--- src/rtl/enc_link_pkg.sv ---
// Shared types and helpers for the reduced-line encoded link receiver.
package enc_link_pkg;

    localparam int CODE_W = 3;
    localparam int OUT_W  = 2**CODE_W;

    typedef enum logic [1:0] {
        EMPTY,
        ONE,
        FULL
    } q_state_t;

    // Expand a binary line index into its one-hot line set.
    function automatic logic [OUT_W-1:0] onehot_of(input logic [CODE_W-1:0] code);
        logic [OUT_W-1:0] v;
        v       = '0;
        v[code] = 1'b1;
        return v;
    endfunction

endpackage

--- src/rtl/link_fifo2.sv ---
// Two-entry code-word queue. Besides the registered state/head it exposes the
// next-cycle state/head so the consumer can register its outputs with no
// extra cycle of latency.
module link_fifo2
    import enc_link_pkg::*;
#(
    parameter int CODE_W = 3
) (
    input  logic              clk,
    input  logic              rst_n,
    input  logic              push,
    input  logic              pop,
    input  logic [CODE_W-1:0] din,
    output q_state_t          state,
    output logic [CODE_W-1:0] head,
    output q_state_t          nxt_state,
    output logic [CODE_W-1:0] nxt_head
);

    logic [CODE_W-1:0] tail;
    logic [CODE_W-1:0] nxt_tail;

    // State and storage registers.
    always_ff @(posedge clk or negedge rst_n) begin
        if (!rst_n) begin
            state <= EMPTY;
            head  <= '0;
            tail  <= '0;
        end else begin
            state <= nxt_state;
            head  <= nxt_head;
            tail  <= nxt_tail;
        end
    end

    // Occupancy transitions; a push in FULL cannot occur since in_ready is low.
    always_comb begin
        nxt_state = state;
        nxt_head  = head;
        nxt_tail  = tail;
        unique case (state)
            EMPTY: begin
                if (push) begin
                    nxt_state = ONE;
                    nxt_head  = din;
                end
            end
            ONE: begin
                if (push && pop) begin
                    nxt_head = din;
                end else if (push) begin
                    nxt_state = FULL;
                    nxt_tail  = din;
                end else if (pop) begin
                    nxt_state = EMPTY;
                end
            end
            FULL: begin
                if (pop) begin
                    nxt_state = ONE;
                    nxt_head  = tail;
                end
            end
            default: nxt_state = EMPTY;
        endcase
    end

endmodule

--- src/rtl/decoder_link_rx.sv ---
// Receive side of the encoded link: queues binary line indices and presents
// the registered one-hot line set, with a delivered-word counter.
// Optional macro PARITY_CHECK_EN adds in_par / sticky par_err and drops
// words failing even parity.
module decoder_link_rx
    import enc_link_pkg::*;
#(
    parameter int CODE_W = enc_link_pkg::CODE_W,
    parameter int CNT_W  = 16
) (
    input  logic                 clk,
    input  logic                 rst_n,
    input  logic                 in_valid,
    output logic                 in_ready,
    input  logic [CODE_W-1:0]    in_code,
`ifdef PARITY_CHECK_EN
    input  logic                 in_par,
    output logic                 par_err,
`endif
    output logic                 out_valid,
    input  logic                 out_ready,
    output logic [2**CODE_W-1:0] out_y,
    output logic [CODE_W-1:0]    out_code,
    output logic [CNT_W-1:0]     dec_cnt
);

    localparam int OUT_W = 2**CODE_W;

    q_state_t          state;
    q_state_t          nxt_state;
    logic [CODE_W-1:0] head;
    logic [CODE_W-1:0] nxt_head;
    logic [OUT_W-1:0]  nxt_y;
    logic              in_fire;
    logic              word_ok;
    logic              push;
    logic              pop;

    assign in_ready  = (state != FULL);
    assign out_valid = (state != EMPTY);
    assign in_fire   = in_valid && in_ready;
    assign pop       = out_valid && out_ready;
    assign push      = in_fire && word_ok;

`ifdef PARITY_CHECK_EN
    assign word_ok = (in_par == ^in_code);
`else
    assign word_ok = 1'b1;
`endif

    link_fifo2 #(
        .CODE_W (CODE_W)
    ) u_fifo (
        .clk       (clk),
        .rst_n     (rst_n),
        .push      (push),
        .pop       (pop),
        .din       (in_code),
        .state     (state),
        .head      (head),
        .nxt_state (nxt_state),
        .nxt_head  (nxt_head)
    );

    generate
        if (CODE_W == enc_link_pkg::CODE_W) begin : g_pkg_dec
            assign nxt_y = onehot_of(nxt_head);
        end else begin : g_gen_dec
            assign nxt_y = OUT_W'(1) << nxt_head;
        end
    endgenerate

    // Output lines are decoded from the queue's next head so a word accepted
    // at an edge is on out_* right after that same edge.
    always_ff @(posedge clk or negedge rst_n) begin
        if (!rst_n) begin
            out_y    <= '0;
            out_code <= '0;
        end else if (nxt_state == EMPTY) begin
            out_y    <= '0;
            out_code <= '0;
        end else begin
            out_y    <= nxt_y;
            out_code <= nxt_head;
        end
    end

    // Delivered-word counter, wraps naturally.
    always_ff @(posedge clk or negedge rst_n) begin
        if (!rst_n) begin
            dec_cnt <= '0;
        end else if (pop) begin
            dec_cnt <= dec_cnt + CNT_W'(1);
        end
    end

`ifdef PARITY_CHECK_EN
    // Sticky flag for any handshaken word that failed even parity.
    always_ff @(posedge clk or negedge rst_n) begin
        if (!rst_n) begin
            par_err <= 1'b0;
        end else if (in_fire && !word_ok) begin
            par_err <= 1'b1;
        end
    end
`else
    logic unused_head;
    assign unused_head = ^head;
`endif

endmodule

--- config.mk ---
export PLATFORM = sky130hd
export DESIGN_NAME = decoder_link_rx
export DESIGN_NICKNAME = d
export VERILOG_FILES = /design/src/rtl/enc_link_pkg.sv /design/src/rtl/link_fifo2.sv /design/src/rtl/decoder_link_rx.sv
export SDC_FILE = /design/constraint.sdc
export NUM_CORES = 1
export LEC_CHECK = 0
export CAP_MARGIN = 0
export CORE_AREA = 2 2 83 85
export CTS_CLUSTER_SIZE = 10
export DETAILED_ROUTE_END_ITERATION = 10
export DIE_AREA = 0 0 85 87
export MAX_ROUTING_LAYER = met4
export PLACE_DENSITY = 0.52
export SYNTH_ARGS = -nofsm -noshare
export SYNTH_HDL_FRONTEND = slang
export SYNTH_HIERARCHICAL = 1
export SYNTH_SLANG_ARGS = --single-unit
--- constraint.sdc ---
create_clock -name clk -period 2.92 [get_ports clk]
set_input_delay 0.876 -clock clk [delete_from_list [all_inputs] [get_ports clk]]
set_output_delay 0.876 -clock clk [all_outputs]
set_load 0.01 [all_outputs]
Word level (Yosys, flattened, before mapping)

Index checks and enable logic that the tools add are counted.

Flip-flop bits (word level): 35
Input port bits: 7
Output and inout port bits: 29
Word-level logic and storage cells: 35

Add/subtract/negate cells: 1
Magnitude comparators: 2
Eq/ne operators: 3
Multiplexer cells: 14
Bitwise logic cells: 1
Reduce and logical (&&, ||, !) cells: 8

Operators with widths:

| kind                  | number |
|---|---|
| $add 16x1->16 const B | 1 |
| $mux 3                | 4 |
| $mux 2                | 5 |
| $pmux 3 s3            | 1 |
| $mux 8                | 1 |
| $pmux 2 s3            | 1 |
| $logic_and 1x1->1     | 4 |
| $logic_not 2->1       | 2 |
| $lt 3x4->1 const B    | 1 |
| $demux 1 s3           | 1 |
| $ge 3x1->1 const B    | 1 |
| $reduce_and 3->1      | 1 |
| $eq 2x1->1 const B    | 1 |
| $eq 2x2->1 const B    | 1 |
| $ne 2x2->1 const B    | 1 |
| $reduce_bool 2->1     | 1 |
| $mux 1                | 1 |
| $not 1->1             | 1 |

Depth between registers and ports, before layout

Word-level depth: 10
Depth in mapped cells: 9
Gate-level depth less buffers: 8

Cells and area by module

Netlist, hierarchy kept.

By module, submodules not included:

| module          | times used | cells an instance | area an instance (um^2) | seq. area each (um^2) |
|---|---|---|---|---|
| decoder_link_rx | 1          | 92                | 1093.5                  | 675.6 |
| link_fifo2      | 1          | 45                | 485.5                   | 200.2 |

Worst setup path after synthesis

OpenSTA, ideal clock, no wires.

Kind: input to register
Start point: in out_ready
End point: reg out_y[3]
Arrival time: 2307 ps
Path slack: 476 ps
Stages: 8
Buffers on the path: 1
Cell sequence: o21ai_1 inv_1 buf_4 nand2_1 mux2i_1 a211oi_1 nand2b_1 nor2_1

Cells in the longest elaborated chain, start to end: 9
Elaborated cells on any way between the ends: 17
Classes of those cells: 2 x order compare; 11 x mux; 4 x reduce/logical

Ends and longest elaborated chain:

| element                                                               | line                  | text |
|---|---|---|
| start: declaration                                                    | decoder_link_rx.sv:21 | `input logic out_ready,` |
| $logic_and 1x1->1 *                                                   | decoder_link_rx.sv:42 | `assign pop = out_valid && out_ready;` |
| via pop                                                               | decoder_link_rx.sv:37 | `logic pop;` |
| $logic_and 1x1->1                                                     | link_fifo2.sv:49      | `if (push && pop) begin` |
| $mux 3                                                                | link_fifo2.sv:49      |  |
| $pmux 3 s3 *                                                          | link_fifo2.sv:41      | `unique case (state)` |
| via nxt_head[2]                                                       | decoder_link_rx.sv:32 | `logic [CODE_W-1:0] nxt_head;` |
| $lt 3x4->1 (not written as such) / $ge 3x1->1 (equally long branches) | enc_link_pkg.sv:17    | `v[code] = 1'b1;` |
| $logic_and 1x1->1 (not written as such)                               | enc_link_pkg.sv:17    |  |
| $mux 1 (not written as such)                                          | enc_link_pkg.sv:17    |  |
| $demux 1 s3 *                                                         | enc_link_pkg.sv:17    |  |
| $mux 8 *                                                              | decoder_link_rx.sv:79 | `end else if (nxt_state == EMPTY) begin` |
| end signal: assignment                                                | decoder_link_rx.sv:83 | `out_y <= nxt_y;` |
| end: declaration                                                      | decoder_link_rx.sv:22 | `output logic [2**CODE_W-1:0] out_y,` |

The timed path passes the listed nets; every way through them passes the cells marked *.
A chain may end at the register's enable or synchronous reset.

Final worst setup path

Start point: in in_valid
End point: reg out_y[3]

Cells in the longest elaborated chain, start to end: 9
Elaborated cells on any way between the ends: 16
Classes of those cells: 2 x order compare; 10 x mux; 4 x reduce/logical

Ends and longest elaborated chain:

| element                                                               | line                  | text |
|---|---|---|
| start: declaration                                                    | decoder_link_rx.sv:13 | `input logic in_valid,` |
| $logic_and 1x1->1 *                                                   | decoder_link_rx.sv:41 | `assign in_fire = in_valid && in_ready;` |
| via in_fire                                                           | decoder_link_rx.sv:34 | `logic in_fire;` |
| $logic_and 1x1->1                                                     | link_fifo2.sv:49      |  |
| $mux 3                                                                | link_fifo2.sv:49      |  |
| $pmux 3 s3 *                                                          | link_fifo2.sv:41      |  |
| via nxt_head[2]                                                       | decoder_link_rx.sv:32 |  |
| $lt 3x4->1 (not written as such) / $ge 3x1->1 (equally long branches) | enc_link_pkg.sv:17    |  |
| $logic_and 1x1->1 (not written as such)                               | enc_link_pkg.sv:17    |  |
| $mux 1 (not written as such)                                          | enc_link_pkg.sv:17    |  |
| $demux 1 s3 *                                                         | enc_link_pkg.sv:17    |  |
| $mux 8 *                                                              | decoder_link_rx.sv:79 |  |

Marks and branches as above.

==> results.cfg <==
[status]
status = completed

[clocking]
htreeDepth = 2
tritoncts = done
root_buffer = clkbuf_8
numClockSinks = 35
insertion_delay_ns = 0.29
cts_hold_buf = 0
clk_pin_slew_ns = 0.07
clk_path_buf_depth = 2
numCtsBuffers = 5
post_cts_buffers = 0
cts_resized = 0

[timing]
worst_slew_pin_slew_ns = 0.771
fmax_ghz = 0.369
relSlewSlack_pct = 48.3
skew_ns = 0.0112
period_share_pct = 92.9
final_hold_viol_count = 0
rsz0062_at_grt = no
drv_slew = 0
period_needed_ns = 2.71
final.setup.tns_ns = 0
finalSetupViolCount = 0

[routing]
top_layer = met4
postRouteAntennaNets = 0
wl_met3_um = 187
vias = 1167
drt_iter0_markers = 20
wl_um = 3290
wl_met2_um = 1590
firstDrtPassIters = 4
routed_via_density = 4.42
met1_length_um = 1480
wl_per_cell_um = 12.5
remaining_drc_errors = 0

[worst_setup_path]
endpoint_kind = register
rrSetupSlack_ns = 0.55
start_kind = input port
crit_type = in2reg
cpPeakStageDelay_ns = 0.67
critPathRequiredTime_ns = 3.06
crit_arrival_ns = 2.86
worstPathCellList = clkdlybuf4s50_1 > and2_1 > nand2_1 > mux2i_1 > a211oi_1 > nand2b_1 > nor2_1
crit_slowest_cell = a211oi_1
crit_fanout = 8
r2r_cells = 7

[logic_synthesis]
synth_top_area_share_pct = 55.5
syn_area_um2 = 1580
synth-seq-cells = 35
ys_top_cells_by_area = dfrtp_1 55%, xnor2_1 5.0%, mux2i_1 3.8%
synth_common_cells = 35 x dfrtp_1, 12 x nor2_1, 10 x nand2_1, 9 x xnor2_1, 6 x mux2i_1
ys_types = 35
synthCells = 137
synth-edff-count = 0
synth_top_cell_by_area = dfrtp_1
synthMostInstantiatedCell = dfrtp_1
ys.flop_type = dfrtp_1
postSynth.asyncResetShare_pct = 100
syn_area_per_cell_um2 = 11.5
synth_nets = 145
yosysSeqAreaShare_pct = 55.5
yosysWarnings = 6

[grt]
antenna_found_initial = 0
grt_max_degree = 36
overflow = 0
grt_pass1_vias = 1189
grt_pass1_wl_um = 5580
grt_usage_pct = 9.84

[layout]
drive_above_1_share_pct = 14.1
area_growth_pct = 37.6
nets = 191
final_cells = 264
antenna_cells = 0

[power]
p_leak_nw = 0.963
irDropWorstVdd_mv = 0.469
cellPowerDensity_nw_per_um2 = 949

[floorplan]
initial_utilization_pct = 24.0
rows = 30
fp.dieW_um = 85
dieArea_um2 = 7400
io_pins = 36
core-area_um2 = 6570
die_h_um = 87

[placement]
portBuffers = 35
place.gp.congestion = 0.793
place_hpwl_um = 2370
placed_cells = 256

[flow_run]
drv_cap = 0

[worst_hold_path]
min_path_cells = 1
worstHoldPathType = reg2reg
## layout make-up
type | instances | area (um^2)
multi-input combinational | 95 | 666
clock buffer | 6 | 82.6
timing repair buffer | 41 | 395
clock inverter | 2 | 35.0
inverter | 5 | 18.8
fill | 654 | 4400
sequential | 35 | 876
tap | 80 | 100
## worst max-delay path: cells and delay by family
| kind | cells | cell delay [ns] |
|---|---|---|
| AO/OA/AOI/OAI | 1 | 0.67 |
| buffers and inverters | 1 | 0.45 |
| multiplexers | 1 | 0.14 |
| AND/OR/NAND/NOR | 4 | 0.72 |
## cells by family after synthesis
group / count (synthesis) / synth area share [%]
simple gates: 55 / 19.7
compound gates: 12 / 4.83
fa+ha+maj: 1 / 0.792
buf+inv: 7 / 2.38
mux: 12 / 8.08
xor+xnor: 15 / 8.80
flops: 35 / 55.5
## report_power, final
part | internal, mW | switching, mW | total [mW]
clock network | 0.276 | 0.180 | 0.456
registers | 0.635 | 0.131 | 0.766
logic | 0.438 | 0.402 | 0.840
total | 1.35 | 0.712 | 2.06
## sequential cells by signal, summed over array words and instances, names as in the netlist
signal and count:
dec_cnt 16, out_code 3, out_y 8, u_fifo/head 3, u_fifo/state 2, u_fifo/tail 3
## layer usage
| metal | up-vias | track usage (%) |
|---|---|---|
| met5 | - | - |
| met4 | 0 | 2.60 |
| met3 | 4 | 3.70 |
| met2 | 29 | 16.0 |
| met1 | 572 | 11.5 |
| li1 | 562 | - |
## metrics by stage
step / cell area, um^2 / power [mW] / setup slack [ns] / hold slack, ns / util, %
2_1_floorplan: 1580 / 1.24 / 0.476 / 0.458 / -
3_3_place_gp: 2060 / 1.62 / -0.0329 / 0.474 / 31.3
3_5_place_dp: 2060 / 1.62 / -0.0670 / 0.477 / 31.3
4_1_cts: 2170 / 2.10 / 0.228 / 0.488 / 33.1
5_1_grt: 2170 / 2.22 / 0.0710 / 0.498 / 33.1
6_report: 2170 / 2.06 / 0.207 / 0.486 / 33.1
## placed cells by master (no fill, tap or decap), types with 5 or more instances in the layout
cell type	instances
buf_4	6
clkbuf_8	6
clkdlybuf4s50_1	35
dfrtp_1	35
inv_1	5
mux2i_1	6
nand2_1	10
nand4_1	5
nor2_1	12
xnor2_1	9
xor2_1	5
## worst paths after layout
path	start	end
worst min register to register	dec_cnt[11]	dec_cnt[11]
max in group asynchronous	rst_n	u_fifo/tail[0]
worst max register to register	u_fifo/state[0]	out_y[3]
min in group asynchronous	rst_n	dec_cnt[2]
worst max-delay path	in_valid	out_y[3]
worst min-delay path	dec_cnt[11]	dec_cnt[11]
Power figures use the tool's default switching activity.
